## config.mk

```make
export PLATFORM = sky130hd
export DESIGN_NAME = trivium_keystream_ctrl
export DESIGN_NICKNAME = d
export VERILOG_FILES = /design/src/rtl/trivium_ctrl_pkg.sv /design/src/rtl/trivium_keystream_ctrl.sv
export SDC_FILE = /design/constraint.sdc
export NUM_CORES = 1
export LEC_CHECK = 0
export ABC_CLOCK_PERIOD_IN_PS = 4500
export BUFFER_PORTS_ARGS = -buffer_cell sky130_fd_sc_hd__buf_2
export CAP_MARGIN = 20
export CORE_AREA = 2 2 185 187
export CTS_BUF_LIST = sky130_fd_sc_hd__clkbuf_4 sky130_fd_sc_hd__clkbuf_8
export DETAILED_ROUTE_END_ITERATION = 8
export DIE_AREA = 0 0 187 189
export GPL_TIMING_DRIVEN = 0
export SLEW_MARGIN = 20
export SYNTH_ARGS = -nofsm -noshare
export SYNTH_HDL_FRONTEND = slang
export SYNTH_SLANG_ARGS = --single-unit
```

## constraint.sdc

```tcl
create_clock -name clk -period 4.5 [get_ports clk]
set_input_delay 0.45 -clock clk [delete_from_list [all_inputs] [get_ports clk]]
set_output_delay 0.45 -clock clk [all_outputs]
set_load 0.1 [all_outputs]
```

## src/rtl/trivium_ctrl_pkg.sv

```systemverilog
// Shared state encoding and default sizes for the Trivium keystream sequencer.
package trivium_ctrl_pkg;

    typedef enum logic [2:0] {IDLE, RST, WAIT, HOLD, DONE} state_t;

    localparam int DEF_DATA_WIDTH     = 64;
    localparam int DEF_KEY_W          = 80;
    localparam int DEF_IV_W           = 80;
    localparam int DEF_CNT_W          = 16;
    localparam int DEF_RST_CYCLES     = 4;
    localparam int DEF_TIMEOUT_CYCLES = 4096;

endpackage

```

## src/rtl/trivium_keystream_ctrl.sv

```systemverilog
// Job sequencer for the Trivium core: pulses core reset, harvests N blocks, streams them out.
// Optional per-block watchdog enabled by defining TRIVIUM_CTRL_TIMEOUT_EN.
module trivium_keystream_ctrl
    import trivium_ctrl_pkg::*;
#(
    parameter int DATA_WIDTH = DEF_DATA_WIDTH,
    parameter int KEY_W      = DEF_KEY_W,
    parameter int IV_W       = DEF_IV_W,
    parameter int CNT_W      = DEF_CNT_W,
    parameter int RST_CYCLES = DEF_RST_CYCLES
`ifdef TRIVIUM_CTRL_TIMEOUT_EN
    ,
    parameter int TIMEOUT_CYCLES = DEF_TIMEOUT_CYCLES
`endif
) (
    input  logic                  clk,
    input  logic                  rst_n,
    input  logic                  start_i,
    input  logic [KEY_W-1:0]      key_i,
    input  logic [IV_W-1:0]       iv_i,
    input  logic [CNT_W-1:0]      n_blocks_i,
    output logic                  busy_o,
    output logic                  done_o,
    output logic                  err_o,
    output logic                  ks_valid_o,
    input  logic                  ks_ready_i,
    output logic [DATA_WIDTH-1:0] ks_data_o,
    output logic                  ks_last_o,
    output logic                  uut_rst_o,
    output logic [KEY_W-1:0]      uut_key_o,
    output logic [IV_W-1:0]       uut_iv_o,
    output logic                  uut_next_o,
    input  logic                  uut_end_i,
    input  logic [DATA_WIDTH-1:0] uut_block_i
);

    localparam int RC_W = (RST_CYCLES > 1) ? $clog2(RST_CYCLES) : 1;

    state_t            state_q, state_d;
    logic [RC_W-1:0]   rst_cnt_q;
    logic [CNT_W-1:0]  cnt_q, n_q;
    logic              end_q;
    logic              end_rise;
    logic              rst_done;
    logic              wd_expired;

    // end_q resets high so a level already present when the core leaves reset is not an edge
    assign end_rise = uut_end_i && !end_q;
    assign rst_done = (rst_cnt_q == RC_W'(RST_CYCLES - 1));

`ifdef TRIVIUM_CTRL_TIMEOUT_EN
    localparam int WD_W = $clog2(TIMEOUT_CYCLES + 1);

    logic [WD_W-1:0] wd_q;
    logic            err_q;

    assign wd_expired = (state_q == WAIT) && !end_rise && (wd_q == WD_W'(TIMEOUT_CYCLES - 1));
    assign err_o      = err_q;

    always_ff @(posedge clk or negedge rst_n) begin
        if (!rst_n) begin
            wd_q  <= '0;
            err_q <= 1'b0;
        end else begin
            wd_q <= (state_q == WAIT && !wd_expired) ? wd_q + WD_W'(1) : '0;
            if (state_q == IDLE && start_i)
                err_q <= 1'b0;
            else if (wd_expired)
                err_q <= 1'b1;
        end
    end
`else
    assign wd_expired = 1'b0;
    assign err_o      = 1'b0;
`endif

    always_ff @(posedge clk or negedge rst_n) begin
        if (!rst_n)
            state_q <= IDLE;
        else
            state_q <= state_d;
    end

    always_comb begin
        state_d = state_q;
        busy_o  = (state_q != IDLE);
        done_o  = (state_q == DONE);
        unique case (state_q)
            IDLE: if (start_i) state_d = (n_blocks_i == '0) ? DONE : RST;
            RST:  if (rst_done) state_d = WAIT;
            WAIT: begin
                if (end_rise)
                    state_d = HOLD;
                else if (wd_expired)
                    state_d = DONE;
            end
            HOLD: if (ks_ready_i) state_d = ks_last_o ? DONE : WAIT;
            DONE: state_d = IDLE;
            default: state_d = IDLE;
        endcase
    end

    always_ff @(posedge clk or negedge rst_n) begin
        if (!rst_n) begin
            rst_cnt_q  <= '0;
            cnt_q      <= '0;
            n_q        <= '0;
            end_q      <= 1'b1;
            uut_rst_o  <= 1'b1;
            uut_key_o  <= '0;
            uut_iv_o   <= '0;
            uut_next_o <= 1'b0;
            ks_valid_o <= 1'b0;
            ks_data_o  <= '0;
            ks_last_o  <= 1'b0;
        end else begin
            end_q      <= uut_end_i;
            uut_next_o <= 1'b0;
            case (state_q)
                IDLE: begin
                    if (start_i) begin
                        uut_key_o <= key_i;
                        uut_iv_o  <= iv_i;
                        n_q       <= n_blocks_i;
                        cnt_q     <= '0;
                        rst_cnt_q <= '0;
                    end
                end
                RST: begin
                    if (rst_done)
                        uut_rst_o <= 1'b0;
                    else
                        rst_cnt_q <= rst_cnt_q + RC_W'(1);
                end
                WAIT: begin
                    if (end_rise) begin
                        ks_data_o  <= uut_block_i;
                        ks_valid_o <= 1'b1;
                        ks_last_o  <= (cnt_q == n_q - CNT_W'(1));
                    end
                end
                HOLD: begin
                    // next block is requested only once the holding register has drained
                    if (ks_ready_i) begin
                        ks_valid_o <= 1'b0;
                        cnt_q      <= cnt_q + CNT_W'(1);
                        if (!ks_last_o)
                            uut_next_o <= 1'b1;
                    end
                end
                DONE: uut_rst_o <= 1'b1;
                default: ;
            endcase
        end
    end

endmodule

```

==> flow_metrics.tcl, run 1 <==
set metrics [dict create \
    grt_use_met1_pct 20.7 \
    final_antenna_net_count 0 \
    first_pass_iters 4 \
    grt_overflow 0 \
    antenna_found_initial 2 \
    grt_max_degree 98 \
    rows 67 \
    syn_inst 748 \
    clkTransAtPathRegs_ps 60 \
    drive_gt1_share_pct 63.8 \
    yosys_warnings 0 \
    reg2reg_from "state_q[0]$_DFFE_PN0P_" \
    drc_errors 0 \
    wl_mm 31.0 \
    synthArstFlopShare_pct 100 \
    mappedNetlistNets 996 \
    setup_tns_ps 0 \
    crit_end "done_o" \
    hold_depth 2 \
    cts_buffers 46 \
    layout_commonest_cell "buf_2" \
    die_x_microns 187 \
    final_area_sq_mm 0.0148 \
    avgViaCountPerCell 4.57 \
    r2r_setup_slack_ps 2150 \
    fin_nets 1522 \
    critPathKind "reg2out" \
    post-route-period-util_pct 55.7 \
    relSlewSlack_pct 37.8 \
    drv_cap 0 \
    fin_worst_skew_ps 23.0 \
    core_sq_mm 0.0333 \
    drv_slew 0 \
    critical_path.startpoint "state_q[0]$_DFFE_PN0P_" \
    synth_seq_area_share_pct 61.2 \
    h-tree-depth 2 \
    placed_area_sq_mm 0.0139 \
    vias 8003 \
    boundaryPins 476 \
    layout_setup_ws_ps 1990 \
    area_growth_pct 35.9 \
    arrival_ps 2060 \
    setup_viol 0 \
    r2r_end "uut_iv_o[5]$_DFFE_PN0P_" \
    use_met2_pct 30.1 \
    synth_top_flop_cell "dfrtp_1" \
    layout_min_cycle_time_ps 2510 \
    grt_pass1_vias 8607 \
    die-area_sq_mm 0.0353 \
    syn_area_sq_mm 0.0109 \
    clockBufferDepth 3 \
    fin_cells 1750 \
    dpl.hpwl_mm 23.5 \
    preCtsSetupSlack_ps 2100 \
    clkSinkCount 266 \
    worst_slew_pin_slew_ps 933 \
    insertion_delay_ps 600 \
    max_freq_mhz 399 \
    synth_edf_count 0 \
    hold_viol 0 \
    hold_class "in2reg" \
    drt_iter0_drc 303 \
    critPathCaptureType "primary output" \
    grt_busiest_layer "met2" \
    most-common-layout-cells "486 x buf_2, 264 x dfrtp_1, 229 x mux2_2, 53 x clkbuf_8, 36 x nor2_1" \
    ys_ff_latch 266 \
    die_h_microns 189 \
    gp_congestion 0.835 \
    grt_pass1_wl_mm 48.1 \
    io_buffers 474 \
    wl_per_cell_microns 17.7 \
    cts_tree "built" \
    reg2reg_depth 6 \
    n_fill_cell 3189 \
    critPathLaunchType "register" \
    root_buffer "clkbuf_8" \
    avgSynthCellArea_sq_um 14.5 \
    use_met3_pct 5.54 \
    rsz0062_at_grt "no" \
    status "finished clean" \
    cp_max_fo 10 \
    place_inst 1672 \
    start_util_pct 32.7 \
    ctsResizeCount 0 \
    cp_data_required_time_ps 4050 \
    synth_cell_type_count 49 \
    grtUsageTotal_pct 17.5 \
]
cells in the mapped netlist, types with 2 or more instances:
library cell | number | area share [%]
a22o_1 | 4 | 0.32
buf_2 | 13 | 0.60
o31ai_1 | 2 | 0.14
nand2_1 | 26 | 0.90
nand4_1 | 9 | 0.52
o211ai_1 | 2 | 0.14
nor4_4 | 2 | 0.39
and3_1 | 4 | 0.23
nand3_1 | 9 | 0.41
nor3_2 | 2 | 0.18
mux2_2 | 229 | 24
xnor2_1 | 13 | 1.0
mux2_1 | 11 | 1.1
xor2_1 | 16 | 1.3
nor3_1 | 10 | 0.46
nor4_1 | 6 | 0.35
dfrtp_1 | 264 | 61
dfstp_2 | 2 | 0.48
inv_1 | 7 | 0.24
clkbuf_1 | 4 | 0.14
nor2_1 | 36 | 1.2
or3_1 | 2 | 0.11
o21ai_0 | 9 | 0.41
a21oi_1 | 10 | 0.46
buf_1 | 2 | 0.069
nand2b_1 | 4 | 0.23
ha_1 | 3 | 0.35
nor2_2 | 4 | 0.23
o21ai_1 | 2 | 0.092
mux2i_1 | 5 | 0.46
buf_4 | 18 | 1.2
layout make-up:
cell class / instances / area, sq um / share of cell area (%)
inverter: 7 / 26.3 / 0.178
buffer: 38 / 234 / 1.58
clock inverter: 5 / 33.8 / 0.228
tap: 448 / 561 / 3.79
timing repair buffer: 478 / 2460 / 16.6
antenna: 1 / 2.50 / 0.0169
multi-input combinational: 437 / 3960 / 26.8
clock buffer: 70 / 857 / 5.79
sequential: 266 / 6660 / 45.0
cell families (layout without fill, tap and decap cells):
| family | count (synthesis) | count (layout) | synth area share (%) |
|---|---|---|---|
| fa+ha+maj | 3 | 3 | 0.345 |
| buf+inv | 45 | 598 | 2.39 |
| flops | 266 | 266 | 61.2 |
| simple gates | 125 | 125 | 6.38 |
| compound gates | 34 | 34 | 2.01 |
| other cells | 1 | 2 | 0.0345 |
| mux | 245 | 245 | 25.3 |
| xor+xnor | 29 | 29 | 2.33 |
state kept, by name (all words and copies together), names as in the netlist:
name / flops
uut_iv_o: 80
uut_key_o: 80
cnt_q: 16
ks_data_o: 64
n_q: 16
uut_rst_o: 1
ks_valid_o: 1
uut_next_o: 1
ks_last_o: 1
state_q: 3
rst_cnt_q: 2
end_q: 1
repair_timing:
action,in CTS,in global routing
buffers inserted,0,0
hold buffers,2,0
endpoints found under the hold margin,77,0
worst min path at each step:
| stage | endpoint | start |
|---|---|---|
| after floorplan | cnt_q[0]$_DFFE_PN0P_ | rst_n |
| after global placement | ks_valid_o$_DFFE_PN0P_ | ks_valid_o$_DFFE_PN0P_ |
| after detailed placement | uut_key_o[15]$_DFFE_PN0P_ | uut_key_o[15]$_DFFE_PN0P_ |
| after CTS | uut_key_o[15]$_DFFE_PN0P_ | key_i[15] |
| after global routing | uut_iv_o[47]$_DFFE_PN0P_ | iv_i[47] |
| final | uut_iv_o[7]$_DFFE_PN0P_ | iv_i[7] |
metrics by stage:
stage          util (%)  hold slack [ps]
2_1_floorplan         -              154
3_3_place_gp       41.5              459
3_5_place_dp       41.7              474
4_1_cts            44.4             17.1
5_1_grt            44.4             21.7
6_report           44.4             79.4
routing by layer:
layer  vias to the layer above  part of all wire, %
met5                         -                0.039
li1                       3679                    -
met2                       297                   50
met1                      3967                   41
met3                        58                  6.8
met4                         2                  2.2
critical path, cell delays in order, from the launching register on:
cell      delay (ps)
dfrtp_1          370
buf_6            130
clkbuf_1         220
nor3b_1          270
buf_2            470
Power of run 1 is not shown: default switching activity piles up to over one toggle a cycle in this logic, so the estimate is an artifact.
==> inputs of run 2 (changes only) <==
Settings changed: ABC_CLOCK_PERIOD_IN_PS 4500 to 2190.
Clock period 4.5 ns to 2.19 ns, I/O delays scaled along.
==> flow_metrics.tcl, run 2 (synthesis gave the netlist of run 1 again) <==
set metrics [dict create \
    drt_iter0_drc 226 \
    grt_pass1_wl_mm 53.5 \
    die_x_microns 187 \
    area_growth_pct 60.9 \
    avgViaCountPerCell 4.56 \
    hold_class "in2reg" \
    relSlewSlack_pct 58.8 \
    cpMostUsedCell "buf_4" \
    seq_area_sq_mm 0.00666 \
    setup_viol 0 \
    clkTransAtPathRegs_ps 60 \
    core_sq_mm 0.0333 \
    holdWs_ps 100 \
    hold_viol 0 \
    grt_overflow 0 \
    cp_cell_sequence "buf_6 -> or3_4 -> nor2_2 -> buf_4 -> buf_4 -> mux2_2" \
    root_buffer "clkbuf_8" \
    wl_per_cell_microns 17.0 \
    first_pass_iters 4 \
    cts_tree "built" \
    grtUsageTotal_pct 19.1 \
    max_freq_mhz 469 \
    cp_data_required_time_ps 2640 \
    most-common-layout-cells "482 x buf_2, 262 x dfrtp_1, 243 x dlygate4sd3_1, 229 x mux2_2, 61 x clkbuf_8" \
    drv_cap 0 \
    layout_commonest_cell "buf_2" \
    vias 9159 \
    reg_top3 "uut_iv_o (80), uut_key_o (80), ks_data_o (64)" \
    rsz0062_at_grt "yes" \
    worst_slew_pin_slew_ps 619 \
    io_buffers 474 \
    dpl.hpwl_mm 23.4 \
    die_h_microns 189 \
    critPathKind "reg2reg" \
    grt_pass1_vias 9984 \
    gp_congestion 0.809 \
    cts_buffers 47 \
    multi_input_area_sq_mm 0.00402 \
    wl_mm 34.2 \
    arrival_ps 2590 \
    boundaryPins 476 \
    start_util_pct 32.7 \
    critPathLaunchType "register" \
    crit_slowest_cell "or3_4" \
    status "finished clean" \
    die-area_sq_mm 0.0353 \
    antenna_found_initial 2 \
    n_fill_cell 2802 \
    post-route-period-util_pct 97.3 \
    h-tree-depth 2 \
    max_stage_delay_ps 390 \
    cp_max_fo 10 \
    layout_min_cycle_time_ps 2130 \
    rows 67 \
    drv_slew 0 \
    clockBufferDepth 3 \
    fin_worst_skew_ps 34.3 \
    fin_nets 1774 \
    clkSinkCount 266 \
    r2r_setup_slack_ps 60 \
    insertion_delay_ps 600 \
    drive_gt1_share_pct 55.2 \
    drc_errors 0 \
    grt_max_degree 90 \
    final_antenna_net_count 0 \
    critPathCaptureType "register" \
]
==> run 2: stage by stage <==
step	setup slack, ps	cells	utilization, %	area, sq um	TNS, ps
floorplan	70.6	748	-	10900	0
global placement	-4120	1670	41.5	13800	-1094470
detailed placement	-141	1673	41.8	13900	-12890
CTS	23.7	1999	52.3	17400	0
global route	-36.0	2010	52.6	17500	-74.3
finish	59.0	2010	52.6	17500	0
==> run 2: path summary, 6_finish.rpt <==
path / start / end / depth (start not counted)
max: state_q[0]$_DFFE_PN0P_ / uut_iv_o[52]$_DFFE_PN0P_ / 6
min reg2reg: ks_valid_o$_DFFE_PN0P_ / ks_valid_o$_DFFE_PN0P_ / 2
max in group asynchronous: rst_n / uut_key_o[8]$_DFFE_PN0P_ / 4
min in group asynchronous: rst_n / ks_data_o[50]$_DFFE_PN0P_ / 2
max reg2reg: state_q[0]$_DFFE_PN0P_ / uut_iv_o[52]$_DFFE_PN0P_ / 6
min: start_i / rst_cnt_q[0]$_DFFE_PN0P_ / 3
==> run 2: cell type report <==
class / instances / area share (%)
Buffer: 38 / 1.38
Inverter: 7 / 0.150
Clock buffer: 74 / 5.35
Timing Repair Buffer: 729 / 28.4
Tap cell: 448 / 3.20
Antenna cell: 2 / 0.0286
Sequential cell: 266 / 38.1
Multi-Input combinational cell: 437 / 23.0
Clock inverter: 9 / 0.429
==> run 2: timing repair <==
item,CTS,global route
endpoints found under the hold margin,437,0
hold buffers,243,0
buffers inserted,0,9
pin swaps,0,6
resized for setup,10,11
endpoints found under the setup margin,181,12
==> run 2: critical path, delay by kind of cell (launching register included) <==
kind          cells  cell delay [ps]
buf+inv           3              640
simple gates      2              600
flops             1              380
mux               1              360
==> run 2: per-layer routing <==
metal	part of all wire (%)	wire, microns	global-route usage (%)	vias up
met5	0	0	0	-
met4	3.9	1330	8.06	0
met3	7.4	2520	6.06	94
met2	51	17400	33.7	381
met1	38	12900	21.1	4482
li1	-	-	-	4202
Power of run 2 is left out for the same reason.
